`config.mk`:
```
export PLATFORM = sky130hd
export DESIGN_NAME = fft_frame_ctrl_flat
export DESIGN_NICKNAME = d
export VERILOG_FILES = /design/src/rtl/fft_frame_ctrl_if.sv /design/src/rtl/fft_frame_ctrl.sv /design/src/flat_wrapper.sv
export SDC_FILE = /design/constraint.sdc
export NUM_CORES = 1
export LEC_CHECK = 0
export ABC_CLOCK_PERIOD_IN_PS = 24500
export BUFFER_PORTS_ARGS = -buffer_cell sky130_fd_sc_hd__buf_2
export CORE_MARGIN = 2
export CORE_UTILIZATION = 60
export CTS_BUF_LIST = sky130_fd_sc_hd__clkbuf_4 sky130_fd_sc_hd__clkbuf_8
export DETAILED_ROUTE_END_ITERATION = 10
export GPL_TIMING_DRIVEN = 0
export PLACE_DENSITY = 0.81
export SYNTH_ARGS = -nofsm -noshare
export SYNTH_HDL_FRONTEND = slang
export SYNTH_SLANG_ARGS = --single-unit
```
`constraint.sdc`:
```
create_clock -name clk -period 24.5 [get_ports clk]
set_clock_uncertainty 0.2 [all_clocks]
set_input_delay 6.125 -clock clk [delete_from_list [all_inputs] [get_ports clk]]
set_output_delay 6.125 -clock clk [all_outputs]
set_load 0.02 [all_outputs]
```
`src/rtl/fft_frame_ctrl_if.sv`:
```
// Sample-stream and FFT-block bus of the FFT frame sequencer.
// master = sample source / FFT side, slave = fft_frame_ctrl.
interface fft_frame_ctrl_if #(
    parameter int WIDTH_INPUT = 9,
    parameter int BLOCK_LEN   = 16
);
    logic                                 s_valid;
    logic                                 s_ready;
    logic signed [WIDTH_INPUT-1:0]        s_i;
    logic signed [WIDTH_INPUT-1:0]        s_q;
    logic                                 s_last;
    logic                                 fft_valid;
    logic [BLOCK_LEN*WIDTH_INPUT-1:0]     fft_din_i;
    logic [BLOCK_LEN*WIDTH_INPUT-1:0]     fft_din_q;
    logic                                 fft_do_en;

    modport master (
        output s_valid, s_i, s_q, s_last, fft_do_en,
        input  s_ready, fft_valid, fft_din_i, fft_din_q
    );

    modport slave (
        input  s_valid, s_i, s_q, s_last, fft_do_en,
        output s_ready, fft_valid, fft_din_i, fft_din_q
    );
endinterface

```
`src/rtl/fft_frame_ctrl.sv`:
```
// Input sequencer for the FFT: packs serial samples into parallel blocks, stalls per frame
// until the FFT output strobe, counts frames, watchdogs latency. Optional FFT_FRAME_PAD_EN.
module fft_frame_ctrl #(
    parameter int TOTAL_SIZE  = 512,
    parameter int BLOCK_LEN   = 16,
    parameter int WIDTH_INPUT = 9,
    parameter int MAX_LAT     = 64,
    parameter int CNT_W       = 16
) (
    input  logic              clk,
    input  logic              rst,
    fft_frame_ctrl_if.slave   bus,
    output logic              busy,
    output logic              frame_done,
    output logic [CNT_W-1:0]  frame_cnt,
    output logic              err_timeout
);
    localparam int NBLK   = TOTAL_SIZE / BLOCK_LEN;
    localparam int SLOT_W = $clog2(BLOCK_LEN);
    localparam int BLK_W  = $clog2(NBLK);
    localparam int WD_W   = $clog2(MAX_LAT + 1);
    localparam int VEC_W  = BLOCK_LEN * WIDTH_INPUT;

    typedef enum logic [1:0] {IDLE, FILL, WAIT_OUT, PAD} state_t;

    state_t             state, state_nxt;
    logic [SLOT_W-1:0]  slot;
    logic [BLK_W-1:0]   blk;
    logic [WD_W-1:0]    wdog;
    logic [VEC_W-1:0]   stage_i, stage_q;
    logic [VEC_W-1:0]   block_i, block_q;
    logic               accept, block_end, last_blk, pad_start, issue, to_wait, wd_expire;

    assign bus.s_ready = (state == IDLE) || (state == FILL);
    assign busy        = (state != IDLE);

    assign accept    = bus.s_valid && bus.s_ready;
    assign block_end = accept && (slot == SLOT_W'(BLOCK_LEN - 1));
    assign last_blk  = (blk == BLK_W'(NBLK - 1));
    assign wd_expire = (wdog == WD_W'(MAX_LAT - 1));

`ifdef FFT_FRAME_PAD_EN
    // s_last on the final sample of a full frame is just a normal frame end.
    assign pad_start = accept && bus.s_last && !(block_end && last_blk);
`else
    logic unused_s_last;
    assign unused_s_last = bus.s_last;
    assign pad_start     = 1'b0;
`endif

    assign issue   = block_end || pad_start;
    assign to_wait = issue && last_blk;

    // Outgoing block = staging register with the current sample merged into its slot.
    always_comb begin
        block_i = stage_i;
        block_q = stage_q;
        block_i[slot*WIDTH_INPUT +: WIDTH_INPUT] = bus.s_i;
        block_q[slot*WIDTH_INPUT +: WIDTH_INPUT] = bus.s_q;
`ifdef FFT_FRAME_PAD_EN
        for (int j = 0; j < BLOCK_LEN; j++) begin
            if (j > int'(slot)) begin
                block_i[j*WIDTH_INPUT +: WIDTH_INPUT] = '0;
                block_q[j*WIDTH_INPUT +: WIDTH_INPUT] = '0;
            end
        end
`endif
    end

    always_ff @(posedge clk) begin
        if (rst) state <= IDLE;
        else     state <= state_nxt;
    end

    // NOTE: state_nxt gets its default before the case, so no path leaves it unassigned (no latch).
    always_comb begin
        state_nxt = state;
        unique case (state)
            IDLE, FILL: begin
                if (to_wait)        state_nxt = WAIT_OUT;
                else if (pad_start) state_nxt = PAD;
                else if (accept)    state_nxt = FILL;
            end
            PAD:      if (last_blk) state_nxt = WAIT_OUT;
            WAIT_OUT: if (bus.fft_do_en || wd_expire) state_nxt = IDLE;
            default:  state_nxt = IDLE;
        endcase
    end

    // NOTE: the staging register has no reset: every slot is written (or masked) before it is issued.
    always_ff @(posedge clk) begin
        if (accept) begin
            stage_i[slot*WIDTH_INPUT +: WIDTH_INPUT] <= bus.s_i;
            stage_q[slot*WIDTH_INPUT +: WIDTH_INPUT] <= bus.s_q;
        end
    end

    always_ff @(posedge clk) begin
        if (rst) begin
            slot          <= '0;
            blk           <= '0;
            wdog          <= '0;
            bus.fft_valid <= 1'b0;
            bus.fft_din_i <= '0;
            bus.fft_din_q <= '0;
            frame_done    <= 1'b0;
            frame_cnt     <= '0;
            err_timeout   <= 1'b0;
        end else begin
            bus.fft_valid <= 1'b0;
            frame_done    <= 1'b0;

            if (accept) slot <= issue ? '0 : slot + 1'b1;

            if (issue) begin
                bus.fft_din_i <= block_i;
                bus.fft_din_q <= block_q;
                bus.fft_valid <= 1'b1;
                blk           <= last_blk ? '0 : blk + 1'b1;
            end else if (state == PAD) begin
                bus.fft_din_i <= '0;
                bus.fft_din_q <= '0;
                bus.fft_valid <= 1'b1;
                blk           <= last_blk ? '0 : blk + 1'b1;
            end

            // fft_do_en takes priority over a watchdog expiry in the same cycle.
            if (state == WAIT_OUT) begin
                if (bus.fft_do_en) begin
                    frame_done <= 1'b1;
                    frame_cnt  <= frame_cnt + 1'b1;
                end else if (wd_expire) begin
                    err_timeout <= 1'b1;
                end
                wdog <= (bus.fft_do_en || wd_expire) ? '0 : wdog + 1'b1;
            end else begin
                wdog <= '0;
            end
        end
    end
endmodule

```
`src/flat_wrapper.sv`:
```
// flat-port wrapper written by rule: the top's interface ports become plain ports
module fft_frame_ctrl_flat 
#(
    parameter int TOTAL_SIZE  = 512,
    parameter int BLOCK_LEN   = 16,
    parameter int WIDTH_INPUT = 9,
    parameter int MAX_LAT     = 64,
    parameter int CNT_W       = 16
)
  (clk, rst, busy, frame_done, frame_cnt, err_timeout, bus_s_valid, bus_s_i, bus_s_q, bus_s_last, bus_fft_do_en, bus_s_ready, bus_fft_valid, bus_fft_din_i, bus_fft_din_q);
  fft_frame_ctrl_if #(.WIDTH_INPUT(WIDTH_INPUT), .BLOCK_LEN(BLOCK_LEN)) bus_i ();
  input  logic clk;
  input  logic rst;
  output logic busy;
  output logic frame_done;
  output logic [CNT_W-1:0] frame_cnt;
  output logic err_timeout;
  input wire logic [$bits(bus_i.s_valid)-1:0] bus_s_valid;
  input wire logic [$bits(bus_i.s_i)-1:0] bus_s_i;
  input wire logic [$bits(bus_i.s_q)-1:0] bus_s_q;
  input wire logic [$bits(bus_i.s_last)-1:0] bus_s_last;
  input wire logic [$bits(bus_i.fft_do_en)-1:0] bus_fft_do_en;
  output wire logic [$bits(bus_i.s_ready)-1:0] bus_s_ready;
  output wire logic [$bits(bus_i.fft_valid)-1:0] bus_fft_valid;
  output wire logic [$bits(bus_i.fft_din_i)-1:0] bus_fft_din_i;
  output wire logic [$bits(bus_i.fft_din_q)-1:0] bus_fft_din_q;
  assign bus_i.s_valid = bus_s_valid;
  assign bus_i.s_i = bus_s_i;
  assign bus_i.s_q = bus_s_q;
  assign bus_i.s_last = bus_s_last;
  assign bus_i.fft_do_en = bus_fft_do_en;
  assign bus_s_ready = bus_i.s_ready;
  assign bus_fft_valid = bus_i.fft_valid;
  assign bus_fft_din_i = bus_i.fft_din_i;
  assign bus_fft_din_q = bus_i.fft_din_q;
  fft_frame_ctrl #(.TOTAL_SIZE(TOTAL_SIZE), .BLOCK_LEN(BLOCK_LEN), .WIDTH_INPUT(WIDTH_INPUT), .MAX_LAT(MAX_LAT), .CNT_W(CNT_W)) u_core (.clk(clk), .rst(rst), .bus(bus_i), .busy(busy), .frame_done(frame_done), .frame_cnt(frame_cnt), .err_timeout(err_timeout));
endmodule
```
==> flow_summary.yaml <==
logic_synthesis:
  ys_seq_elements: 613
  synth-edff-count: 288
  yosys_warnings: 0
  synth_commonest_cells: "325 x dfxtp_1, 288 x edfxtp_1, 215 x nand2_1"
  synth_most_common_cell: "dfxtp_1"
  syn-num-nets: 2092
  synthCells: 2060
  async_reset_ff_share_pct: 0
  yosysTopAreaCellShare_pct: 33.68
  synth_cell_type_count: 69
  synth_top_cell_by_area: "edfxtp_1"
  synth_area_mm2: 0.02567
  synth.area.top_cells: "edfxtp_1 34%, dfxtp_1 25%, mux2_2 9.1%"
  synth_ff_type: "dfxtp_1"
  yosysSeqAreaShare_pct: 59.03
  syn_area_per_cell_um2: 12.46
worst_setup_path:
  slowest_delay_ns: 0.91
  end_kind: "flop"
  cp_common_cell: "buf_2"
  critPathRequiredTime_ns: 24.88
  path_buf_inv: 4
  cp_top_family: "buffers and inverters"
  crit_fanout: 10
  worstSetupStartpointType: "input port"
  crit_chain: "buf_2 > nand2b_1 > inv_2 > a211oi_2 > buf_2 > buf_2 > nand2_1 > o211ai_1"
  worst_path_max_delay_cell: "a211oi_2"
  timing_worst_setup_path_type: "in -> reg"
  cp_data_arrival_time_ns: 8.62
placement:
  io_buffers: 328
  hpwl_um: 55300
  routabilityCongestion: 0.9226
pwr:
  vdd_ir_drop_max_v: 0.00005628
  pwr-share-clk_pct: 41.4
  combPwrFrac_pct: 7.2
  p_int_mw: 1.689
  p_sw_share_pct: 23.61
  power_frac_seq_pct: 51.3
  power_density_mw_per_mm2: 73.22
  power_leakage_nw: 11.85
  switchingPower_mw: 0.5220
global_routing:
  grt_max_degree: 60
  overflow: 0
  gr-usage-met2_pct: 52.94
  grt_use_met3_pct: 9.025
  busiest_layer: "met2"
  first_global_vias: 19305
  grt_first_pass_wirelength_um: 115600
  grtUsageMet1_pct: 45.68
  grt_usage_pct: 34.59
  antenna_found_initial: 1
cells_and_area:
  multi_input_area_mm2: 0.009671
  drive_gt1_share_pct: 32.91
  seqCellArea_mm2: 0.01515
  num-nets-final: 2523
  fill_cells: 2954
  areaGrowthSynthToFinish_pct: 17.61
clock_tree:
  clk_latency_ns: 0.67
  hold_buffers: 0
  cts_max_level: 3
  cts-root-buf: "clkbuf_8"
  cts_tree: "yes"
  post_cts_resized: 0
  cts_buffers: 96
  clk_pin_slew_worst_paths_ns: 0.06
  post-cts-setup-buffer-count: 0
  clockBufferDepth: 3
  clock_sinks: 613
drt:
  drt_pre_antenna_iters: 8
  wire_per_inst_um: 25.37
  viasPerCell: 6.468
  vias: 20141
  drt-initial-drc-count: 2479
  final_antenna_net_count: 0
  wl_um: 79020
  drc_errors: 0
die:
  core-area_mm2: 0.04213
  initial_utilization_pct: 60.94
  die_area_mm2: 0.04446
  die_height_um: 210.9
  fp.dieW_um: 210.9
  ios: 332
  num_rows: 75
timing:
  hold_slack_ns: 0.2367
  finalCriticalPeriod_ns: 8.241
  rsz0062_at_grt: "false"
  relSlewSlack_pct: 8.529
  fin_crit_sh_pct: 33.64
  finalSetupViolCount: 0
  fmax_mhz: 121.3
  fin_tns_setup_ns: 0
  drv_slew: 0
  hold_viol: 0
  worst_pin_slew_ns: 1.369
job:
  cap_violations: 0
outcome:
  status: "finished clean"
worst_hold_path:
  holdCritPathClass: "reg -> reg"
[stage by stage]
step                util, %  cells  cell area (µm²)  total power [mW]  worst slack, ns
finish                71.66   3114            30200             2.211            16.26
global route          71.66   3114            30200             2.272            16.25
CTS                   71.66   3113            30190             2.213            16.33
detailed placement    66.75   2932            28120             1.310            15.64
global placement      66.43   2927            27990             1.312            4.468
floorplan                 -   2060            25670             1.261            8.597
[final timing paths]
kind / from / endpoint / slack (ns) / cells past startpoint
max: bus_s_valid / u_core.bus.fft_din_q[97] / 16.26 / 8
min: u_core.wdog[6] / u_core.wdog[6] / 0.24 / 2
max reg2reg: u_core.slot[0] / u_core.bus.fft_din_q[134] / 20.14 / 10
min reg2reg: u_core.wdog[6] / u_core.wdog[6] / 0.24 / 2
[cell families (layout without fill, tap and decap cells)]
family          after synthesis  count (layout)  synth area share [%]
xor+xnor                     13              13                0.4435
other cells                   0               1                     0
mux                         270             270                 12.12
buf+inv                     185             699                 3.309
simple gates                552             552                 11.82
compound gates              418             418                 12.85
flops                       613             613                 59.03
fa+ha+maj                     9               9                0.4386
[cells in the final DEF (no fill, tap or decap), drive strengths merged, types with 3 or more instances in the layout]
| cell type | count |
|---|---|
| a21oi | 41 |
| nor3b | 3 |
| and2 | 37 |
| mux2 | 270 |
| clkbuf | 252 |
| o21ai | 30 |
| nand2b | 4 |
| inv | 10 |
| nor4 | 18 |
| nand3 | 42 |
| a31oi | 4 |
| edfxtp | 288 |
| or3 | 4 |
| nor3 | 9 |
| and4 | 4 |
| clkinv | 23 |
| and3 | 42 |
| or2 | 22 |
| o311ai | 40 |
| and4b | 17 |
| buf | 409 |
| dfxtp | 325 |
| or4b | 3 |
| a22o | 162 |
| nand4 | 71 |
| a21boi | 18 |
| or4 | 6 |
| xor2 | 7 |
| nand3b | 18 |
| nor2 | 26 |
| o211ai | 111 |
| bufinv | 3 |
| ha | 9 |
| nor2b | 4 |
| nand2 | 215 |
| xnor2 | 6 |
[sequential cells by signal, summed over array words and instances (netlist names)]
signal and flops:
u_core.stage_i 144, u_core.frame_cnt 16, u_core.slot 4, u_core.bus.fft_valid 1, u_core.state 2, u_core.blk 5
u_core.wdog 7, u_core.frame_done 1, u_core.bus.fft_din_q 144, u_core.err_timeout 1, u_core.stage_q 144, u_core.bus.fft_din_i 144
[final cells by class]
cell class / count / area share, %
flip-flops and latches: 613 / 50.19
multi-input cells: 1262 / 32.03
clock buffers: 153 / 6.166
repair buffers: 333 / 5.867
plain buffers: 175 / 2.702
well taps: 539 / 2.233
clock inverters: 28 / 0.6837
inverters: 10 / 0.1243
diodes: 1 / 0.008287
[metal layers]
layer	part of all wire (%)	wire length [µm]
met1	39	31040
met5	0	0
met2	45	35490
met3	10	8289
met4	5.3	4194
[worst register-to-register path, delay by kind of cell (launching register included)]
kind	cells	cell delay, ns
compound gates	1	0.23
fa+ha+maj	1	0.35
buf+inv	5	1.56
flops	1	0.39
simple gates	3	1.54
[power by group through the flow]
stage | Combinational, mW | Clock, mW | Sequential (mW)
finish | 0.160 | 0.915 | 1.14
CTS | 0.156 | 0.923 | 1.13
global placement | 0.146 | 0 | 1.17
floorplan | 0.104 | 0 | 1.16
detailed placement | 0.155 | 0 | 1.16
global route | 0.168 | 0.966 | 1.14
No activity file was read; power rests on OpenSTA's default activity.
